File: config.mk
export PLATFORM = sky130hd
export DESIGN_NAME = fifo_umbral_monitor
export DESIGN_NICKNAME = d
export VERILOG_FILES = /design/src/rtl/fsm_pkg.sv /design/src/rtl/fifo_occ_counter.sv /design/src/rtl/fifo_umbral_monitor.sv
export SDC_FILE = /design/constraint.sdc
export NUM_CORES = 1
export LEC_CHECK = 0
export BUFFER_PORTS_ARGS = -buffer_cell sky130_fd_sc_hd__buf_4
export CAP_MARGIN = 20
export CORE_MARGIN = 2
export CORE_UTILIZATION = 45
export DETAILED_ROUTE_END_ITERATION = 8
export PLACE_DENSITY = 0.66
export SLEW_MARGIN = 5
export SYNTH_ARGS = -nofsm -noshare
export SYNTH_HDL_FRONTEND = slang
export SYNTH_SLANG_ARGS = --single-unit
export TNS_END_PERCENT = 50
File: constraint.sdc
create_clock -name clk -period 3.6 [get_ports clk]
set_input_delay 0.36 -clock clk [delete_from_list [all_inputs] [get_ports clk]]
set_output_delay 0.36 -clock clk [all_outputs]
set_load 0.02 [all_outputs]
File: src/rtl/fsm_pkg.sv
// Shared constants for the FSM control threshold interface.
// Contents: FIFO index constants, umbrales_I field slices, threshold widths
// and default FIFO depths.
package fsm_pkg;

  localparam int unsigned NUM_FIFOS = 5;

  // Bit position of each FIFO on every 5-bit strobe/flag vector.
  localparam int unsigned IDX_MF  = 0;
  localparam int unsigned IDX_VC0 = 1;
  localparam int unsigned IDX_VC1 = 2;
  localparam int unsigned IDX_D0  = 3;
  localparam int unsigned IDX_D1  = 4;

  // Field layout of the packed 14-bit threshold word.
  localparam int unsigned UMB_W       = 14;
  localparam int unsigned UMB_MF_MSB  = 13;
  localparam int unsigned UMB_MF_LSB  = 12;
  localparam int unsigned UMB_VC0_MSB = 11;
  localparam int unsigned UMB_VC0_LSB = 8;
  localparam int unsigned UMB_VC1_MSB = 7;
  localparam int unsigned UMB_VC1_LSB = 4;
  localparam int unsigned UMB_D0_MSB  = 3;
  localparam int unsigned UMB_D0_LSB  = 2;
  localparam int unsigned UMB_D1_MSB  = 1;
  localparam int unsigned UMB_D1_LSB  = 0;

  localparam int unsigned TW_MF = UMB_MF_MSB - UMB_MF_LSB + 1;
  localparam int unsigned TW_VC = UMB_VC0_MSB - UMB_VC0_LSB + 1;
  localparam int unsigned TW_D  = UMB_D0_MSB - UMB_D0_LSB + 1;

  localparam int unsigned DEFAULT_DEPTH_MF = 4;
  localparam int unsigned DEFAULT_DEPTH_VC = 16;
  localparam int unsigned DEFAULT_DEPTH_D  = 4;

endpackage

File: src/rtl/fifo_occ_counter.sv
// Occupancy tracker for a single FIFO.
// Keeps the entry count from push/pop strobes, a latched threshold and a
// sticky overflow/underflow error bit, and derives the status flags.
// Ports:
//   clk, reset       clock, asynchronous active-low reset
//   thr_in, thr_load threshold value and its latch strobe
//   push, pop        write/read strobes of the tracked FIFO
//   error_clr        synchronous clear of the sticky error
//   empty, full, almost_empty, almost_full, error  status outputs
module fifo_occ_counter #(
  parameter int unsigned DEPTH = 4,
  parameter int unsigned TW    = 2
) (
  input  logic          clk,
  input  logic          reset,
  input  logic [TW-1:0] thr_in,
  input  logic          thr_load,
  input  logic          push,
  input  logic          pop,
  input  logic          error_clr,
  output logic          empty,
  output logic          full,
  output logic          almost_empty,
  output logic          almost_full,
  output logic          error
);

  localparam int unsigned CW = $clog2(DEPTH + 1);
  // Wide enough to hold count + threshold without wrapping.
  localparam int unsigned SW = ((CW > TW) ? CW : TW) + 1;
  localparam logic [CW-1:0] DepthC = CW'(DEPTH);

  logic [CW-1:0] count_q, count_d;
  logic [TW-1:0] thr_q, thr_d;
  logic          error_q, error_d;
  logic          err_set;

  always_comb begin
    count_d = count_q;
    err_set = 1'b0;
    unique case ({push, pop})
      2'b10: begin
        if (count_q == DepthC) err_set = 1'b1;
        else                   count_d = count_q + CW'(1);
      end
      2'b01: begin
        if (count_q == '0) err_set = 1'b1;
        else               count_d = count_q - CW'(1);
      end
      2'b11: begin
        // Empty FIFO: the push lands, the pop has nothing to read.
        if (count_q == '0) begin
          count_d = CW'(1);
          err_set = 1'b1;
        end
      end
      default: ;
    endcase
  end

  always_comb begin
    thr_d = thr_load ? thr_in : thr_q;
    // A new error takes priority over a clear on the same edge.
    error_d = err_set ? 1'b1 : (error_clr ? 1'b0 : error_q);
  end

  always_ff @(posedge clk or negedge reset) begin
    if (!reset) begin
      count_q <= '0;
      thr_q   <= '0;
      error_q <= 1'b0;
    end else begin
      count_q <= count_d;
      thr_q   <= thr_d;
      error_q <= error_d;
    end
  end

  logic [SW-1:0] count_ext, thr_ext;

  always_comb begin
    count_ext    = SW'(count_q);
    thr_ext      = SW'(thr_q);
    empty        = (count_q == '0);
    full         = (count_q == DepthC);
    almost_empty = (count_ext <= thr_ext);
    // count >= depth - thr, rearranged so a large threshold cannot underflow.
    almost_full  = ((count_ext + thr_ext) >= SW'(DEPTH));
    error        = error_q;
  end

endmodule

File: src/rtl/fifo_umbral_monitor.sv
// Responder side of the FSM control threshold interface.
// Tracks occupancy of the MF, VC0, VC1, D0 and D1 FIFOs and reports
// empty/full/almost flags and sticky errors per FIFO (bit order MF..D1).
// Ports:
//   clk, reset        clock, asynchronous active-low reset
//   umbrales_I        packed thresholds, latched when umbral_load is high
//   push, pop         per-FIFO strobes
//   error_clr         clears all sticky error bits
//   FIFO_empty, FIFO_full, almost_empty, almost_full, FIFO_error  flags
//   FIFO_pause        any FIFO almost full
module fifo_umbral_monitor
  import fsm_pkg::*;
#(
  parameter int unsigned DEPTH_MF = DEFAULT_DEPTH_MF,
  parameter int unsigned DEPTH_VC = DEFAULT_DEPTH_VC,
  parameter int unsigned DEPTH_D  = DEFAULT_DEPTH_D
) (
  input  logic             clk,
  input  logic             reset,
  input  logic [UMB_W-1:0] umbrales_I,
  input  logic             umbral_load,
  input  logic [4:0]       push,
  input  logic [4:0]       pop,
  input  logic             error_clr,
  output logic [4:0]       FIFO_empty,
  output logic [4:0]       FIFO_full,
  output logic [4:0]       almost_empty,
  output logic [4:0]       almost_full,
  output logic [4:0]       FIFO_error,
  output logic             FIFO_pause
);

  fifo_occ_counter #(.DEPTH(DEPTH_MF), .TW(TW_MF)) u_mf (
    .clk          (clk),
    .reset        (reset),
    .thr_in       (umbrales_I[UMB_MF_MSB:UMB_MF_LSB]),
    .thr_load     (umbral_load),
    .push         (push[IDX_MF]),
    .pop          (pop[IDX_MF]),
    .error_clr    (error_clr),
    .empty        (FIFO_empty[IDX_MF]),
    .full         (FIFO_full[IDX_MF]),
    .almost_empty (almost_empty[IDX_MF]),
    .almost_full  (almost_full[IDX_MF]),
    .error        (FIFO_error[IDX_MF])
  );

  fifo_occ_counter #(.DEPTH(DEPTH_VC), .TW(TW_VC)) u_vc0 (
    .clk          (clk),
    .reset        (reset),
    .thr_in       (umbrales_I[UMB_VC0_MSB:UMB_VC0_LSB]),
    .thr_load     (umbral_load),
    .push         (push[IDX_VC0]),
    .pop          (pop[IDX_VC0]),
    .error_clr    (error_clr),
    .empty        (FIFO_empty[IDX_VC0]),
    .full         (FIFO_full[IDX_VC0]),
    .almost_empty (almost_empty[IDX_VC0]),
    .almost_full  (almost_full[IDX_VC0]),
    .error        (FIFO_error[IDX_VC0])
  );

  fifo_occ_counter #(.DEPTH(DEPTH_VC), .TW(TW_VC)) u_vc1 (
    .clk          (clk),
    .reset        (reset),
    .thr_in       (umbrales_I[UMB_VC1_MSB:UMB_VC1_LSB]),
    .thr_load     (umbral_load),
    .push         (push[IDX_VC1]),
    .pop          (pop[IDX_VC1]),
    .error_clr    (error_clr),
    .empty        (FIFO_empty[IDX_VC1]),
    .full         (FIFO_full[IDX_VC1]),
    .almost_empty (almost_empty[IDX_VC1]),
    .almost_full  (almost_full[IDX_VC1]),
    .error        (FIFO_error[IDX_VC1])
  );

  fifo_occ_counter #(.DEPTH(DEPTH_D), .TW(TW_D)) u_d0 (
    .clk          (clk),
    .reset        (reset),
    .thr_in       (umbrales_I[UMB_D0_MSB:UMB_D0_LSB]),
    .thr_load     (umbral_load),
    .push         (push[IDX_D0]),
    .pop          (pop[IDX_D0]),
    .error_clr    (error_clr),
    .empty        (FIFO_empty[IDX_D0]),
    .full         (FIFO_full[IDX_D0]),
    .almost_empty (almost_empty[IDX_D0]),
    .almost_full  (almost_full[IDX_D0]),
    .error        (FIFO_error[IDX_D0])
  );

  fifo_occ_counter #(.DEPTH(DEPTH_D), .TW(TW_D)) u_d1 (
    .clk          (clk),
    .reset        (reset),
    .thr_in       (umbrales_I[UMB_D1_MSB:UMB_D1_LSB]),
    .thr_load     (umbral_load),
    .push         (push[IDX_D1]),
    .pop          (pop[IDX_D1]),
    .error_clr    (error_clr),
    .empty        (FIFO_empty[IDX_D1]),
    .full         (FIFO_full[IDX_D1]),
    .almost_empty (almost_empty[IDX_D1]),
    .almost_full  (almost_full[IDX_D1]),
    .error        (FIFO_error[IDX_D1])
  );

  assign FIFO_pause = |almost_full;

endmodule
Word level (Yosys, flattened, before mapping)
Index checks and enable logic that the tools add are counted.
{"block": "totals", "ff_bits": 38, "input_bits": 28, "output_inout_bits": 26}
{"block": "op_classes", "addsub": 15, "n_lt_le_gt_ge": 10, "eq_ne": 35, "muxes": 41, "n_reduce_logical": 26}
{"op": "two-way mux 5 bit", "n": 6}
{"op": "case mux 5 bit (3 select lines)", "n": 2}
{"op": "two-way mux 3 bit", "n": 9}
{"op": "case mux 3 bit (3 select lines)", "n": 3}
{"op": "equality test 2 bit (second input constant)", "n": 10}
{"op": "!= test 2 bit (second input constant)", "n": 10}
{"op": "AND reduction 4 bit", "n": 5}
{"op": "two-way mux 1 bit", "n": 16}
{"op": "nonzero test 3 bit", "n": 5}
{"op": "adder 3 x 2 -> 4 bit", "n": 3}
{"op": "adder 5 x 4 -> 6 bit", "n": 2}
{"op": "greater-or-equal comparator 4 x 3 -> 1 bit (second input constant)", "n": 3}
{"op": "greater-or-equal comparator 6 x 5 -> 1 bit (second input constant)", "n": 2}
{"op": "adder 5 x 1 -> 5 bit (second input constant)", "n": 2}
{"op": "equality test 2 x 1 -> 1 bit (second input constant)", "n": 5}
{"op": "equality test 5 bit (second input constant)", "n": 2}
{"op": "less-or-equal comparator 5 x 4 -> 1 bit", "n": 2}
{"op": "logical NOT 5 bit", "n": 2}
{"op": "!= test 2 x 1 -> 1 bit (second input constant)", "n": 5}
{"op": "case mux 1 bit (2 select lines)", "n": 5}
{"op": "nonzero test 2 bit", "n": 5}
{"op": "OR reduction 2 bit", "n": 5}
{"op": "subtractor 5 x 1 -> 5 bit (second input constant)", "n": 2}
{"op": "adder 3 x 1 -> 3 bit (second input constant)", "n": 3}
{"op": "5 further kinds", "n": 13}

Longest topological paths before layout
{"block": "logic_depth", "word_depth": 4, "mapped_depth": 7, "ltp_nobuf": 7}

Cells and area by module
From an unflattened synthesis, not the netlist that was laid out.
{"block": "hier_totals", "cells_unflattened": 369, "hier_area_um2": 3280.6}
{"module": "fifo_occ_counter at u_d0 ...", "instances": 3, "cells_per_inst": 54, "area_each_um2": 515.5}
{"module": "fifo_occ_counter at u_vc0", "instances": 1, "cells_per_inst": 102, "area_each_um2": 862.1}
{"module": "fifo_occ_counter at u_vc1", "instances": 1, "cells_per_inst": 102, "area_each_um2": 859.6}
{"module": "fifo_umbral_monitor", "instances": 1, "cells_per_inst": 3, "area_each_um2": 12.5}

Least setup slack after synthesis
OpenSTA, ideal clock, no wires.
{"block": "synth_path", "path_kind": "register to output", "start": "register u_mf.count_q[1]", "end": "output port FIFO_pause", "arrival_time_ns": 1.488, "required_time_ns": 3.240, "slack_ns": 1.752, "path_stages_with_launch": 5, "path_buffers": 0, "cell_sequence": "dfrtp_1 > ha_1 > o21ai_0 > nor3_1 > or3b_1"}
{"block": "synth_between", "elab_chain_cells": 3}
{"element": "start, declared", "line_no": "fifo_occ_counter.sv:33", "text": "logic [CW-1:0] count_q, count_d;"}
{"element": "start signal, assigned", "line_no": "fifo_occ_counter.sv:73", "text": "count_q <= count_d;"}
{"element": "adder 3 x 2 -> 4 bit", "line_no": "fifo_occ_counter.sv:88", "text": "almost_full = ((count_ext + thr_ext) >= SW'(DEPTH));"}
{"element": "greater-or-equal comparator 4 x 3 -> 1 bit", "line_no": "fifo_occ_counter.sv:88"}
{"element": "net u_mf.almost_full", "line_no": "fifo_occ_counter.sv:24", "text": "output logic almost_full,"}
{"element": "OR reduction 5 bit", "line_no": "fifo_umbral_monitor.sv:108", "text": "assign FIFO_pause = |almost_full;"}
{"element": "end, declared", "line_no": "fifo_umbral_monitor.sv:30", "text": "output logic FIFO_pause"}
The timed path passes the listed nets, and every way through them passes these cells.

Worst setup path after layout
{"block": "layout_path", "start": "register u_d1.count_q[1]", "end": "output port FIFO_pause"}
{"block": "layout_between", "elab_chain_cells": 3}
{"element": "start, declared", "line_no": "fifo_occ_counter.sv:33"}
{"element": "start signal, assigned", "line_no": "fifo_occ_counter.sv:73"}
{"element": "adder 3 x 2 -> 4 bit", "line_no": "fifo_occ_counter.sv:88"}
{"element": "greater-or-equal comparator 4 x 3 -> 1 bit", "line_no": "fifo_occ_counter.sv:88"}
{"element": "OR reduction 5 bit", "line_no": "fifo_umbral_monitor.sv:108"}
No other way between the ends.

==> out/results.ini <==
[status]
status = complete, no violations

[sta]
finalSetupViolCount = 0
fin_ws_ns = 1.11
drv_slew = 0
hold_violations = 0
fin_setup_tns_ns = 0
fmax_ghz = 0.402
fin_crit_sh_pct = 69.1
period_needed_ns = 2.49
slew_headroom_pct = 66.7
grt_setup_unrepaired = false
worst_slew_pin_slew_ns = 0.499
fin_skew_ns = 0.00417

[routing]
drt_pass1_iterations = 4
met3WireLength_um = 198
remaining_drc_errors = 0
drtIter0Drc = 53
antenna_left = 0
vias_per_cell = 5.27
num_vias = 2383
wirelength_um = 6040
top_layer_used = met4
wl_met2_um = 2830
wl_met1_um = 2950
wl_per_cell_um = 13.4

[critical_path]
crit_type = reg -> out
end_kind = output pin
cpMaxStageDelayCell = dfrtp_1
r2r_slack_ns = 1.79
reg2reg_to = u_vc1.count_q[2]$_DFFE_PN0P_
r2r_cells = 4
critPathMaxStageDelay_ns = 0.49
crit_fanout = 10
crit_buf_inv = 1
critPathTopFamily = simple AND/OR/NAND/NOR gates
cp_cell_sequence = ha_1 > o21ai_0 > nor3_1 > or3b_1 > buf_4
r2r-start = u_vc1.count_q[1]$_DFFE_PN0P_
worstPathArrival_ns = 2.13
cp.depth = 5
worstSetupEndpoint = FIFO_pause
crit_required_ns = 3.24
start_kind = flip-flop
crit_path_start = u_d1.count_q[1]$_DFFE_PN0P_

[pwr]
p_leak_nw = 1.70
ir_drop_mv = 0.326
power_mw = 2.51
p_per_area_nw_per_um2 = 735
pwr-share-clk_pct = 12.0
p_comb_share_pct = 54.4
swShare_pct = 45.7
p_int_mw = 1.37
power_frac_seq_pct = 33.6
switchingPower_mw = 1.15

[placed_design]
post-dp-hpwl_um = 4640
gp_congestion = 0.884
postPlaceCellArea_um2 = 3330
pre_cts_ws_ns = 1.40
io_buffers = 53

[cts]
post_cts_resized = 0
hold_buffers = 0
root_buffer = clkbuf_8
clkSinkCount = 38
htreeDepth = 2
path_clk_slew_ns = 0.07
cts_tree = done
post_cts_buffers = 0
insertion_delay_ns = 0.28
cts_buffers = 5
cts_buffer_depth = 2

[global_route]
grt_max_degree = 39
grt_use_total_pct = 17.0
grt.overflow.total = 0
grt_pass1_vias = 2258
grt_pass1_wl_um = 10300
antenna_found_initial = 0

[floorplanning]
ios = 54
fp-row-count = 30
die_w_um = 86.4
coreArea_um2 = 6680
die_area_um2 = 7460
initial_core_util_pct = 45.7
die_h_um = 86.4

[cells_and_area]
seq_area_um2 = 951
fin_area_um2 = 3420
multi_input_area_um2 = 1730
drive_gt1_share_pct = 19.4
area_delta_synth_final_pct = 12.0
antenna_cells = 0
fillers = 629
nets = 438
utilization_pct = 51.2

[flow_run]
cap_violations = 0

[synth]
ys_ff_latch = 38
yosysWarnings = 0
syn_inst = 343
synth_nets = 410
ys_top_cells_by_area = dfrtp_1, ha_1, buf_4
yosysUniqueCellTypes = 45
ys_seq_area_share_pct = 31.1
yosysTopAreaCell = dfrtp_1
synth-main-ff-cell = dfrtp_1
synth_most_common_cell = inv_1
synth_common_cells = inv_1, dfrtp_1, ha_1
yosysTopAreaCellShare_pct = 31.1
syn_area_per_cell_um2 = 8.90
synth-edff-count = 0
synth_area_um2 = 3050
async_reset_ff_share_pct = 100

[worst_hold_path]
hold_class = in -> async

through the flow:
step | std cells | hold WS, ns
floorplan | 343 | 0.0644
global placement | 444 | 0.361
detailed placement | 444 | 0.367
CTS | 452 | 0.0618
global route | 452 | 0.0638
finish | 452 | 0.0341
worst reg2reg max path, delay by kind of cell (launching register included):
family             cells  cell delay, ns
muxes                  1            0.34
DFF                    1            0.47
AOI/OAI and AO/OA      1            0.16
and+or+nand+nor        2            0.72
flip-flops by register name (all words and copies together), names as in the netlist, 2 cells and up:
name / flops
u_mf.thr_q: 2
u_vc0.thr_q: 4
u_vc1.thr_q: 4
u_vc1.count_q: 5
u_vc0.count_q: 5
u_d0.thr_q: 2
u_d1.count_q: 3
u_d1.thr_q: 2
u_d0.count_q: 3
u_mf.count_q: 3
cells by family (layout without fill, tap and decap cells):
logic type	count (synthesis)	after routing	share of synthesized area (%)
adder cells (fa/ha/maj)	39	39	17.2
flip-flops	38	38	31.1
XOR/XNOR	7	7	2.01
AO/OA/AOI/OAI	79	79	16.1
AND/OR/NAND/NOR	91	91	14.9
buffers and inverters	73	102	12.3
multiplexers	16	16	6.39
worst min path at each step:
stage | end | cells after the start | start | slack (ns)
global placement | u_vc0.count_q[1]$_DFFE_PN0P_ | 1 | reset | 0.36
floorplan | u_d0.count_q[0]$_DFFE_PN0P_ | 0 | reset | 0.06
detailed placement | u_vc0.count_q[1]$_DFFE_PN0P_ | 1 | reset | 0.37
CTS | u_vc0.count_q[1]$_DFFE_PN0P_ | 1 | reset | 0.06
global route | u_vc0.count_q[1]$_DFFE_PN0P_ | 1 | reset | 0.06
finish | u_vc0.count_q[1]$_DFFE_PN0P_ | 1 | reset | 0.03
power groups by stage:
stage               logic, mW  clock network, mW  registers (mW)
global route             1.54              0.339           0.885
floorplan                1.23                  0           0.722
CTS                      1.38              0.314           0.848
detailed placement       1.37                  0           0.858
finish                   1.37              0.302           0.845
global placement         1.35                  0           0.844
cell type report:
class	count	area share, %
flip-flops and latches	38	27.8
clock inverters	1	0.146
inverters	41	4.50
multi-input cells	232	50.5
clock buffers	7	2.52
repair buffers	53	11.6
well taps	80	2.93
routing by layer:
layer / vias to the layer above / GRT usage (%)
met5: - / 0
met4: 0 / 4.26
met3: 7 / 3.14
met2: 41 / 27.3
met1: 1127 / 24.0
li1: 1208 / -
layout by cell type (no fill, tap or decap), types with 6 or more instances in the layout:
cell and count:
o21ai_0 24, nor2b_1 7, dfrtp_1 38, mux2i_1 6, nor2_1 27, nand2_1 21, ha_1 34, a21oi_1 23
nor3_1 9, buf_4 53, clkbuf_8 6, xor2_1 7, nand2b_1 8, inv_1 41
Power figures use the tool's default switching activity.
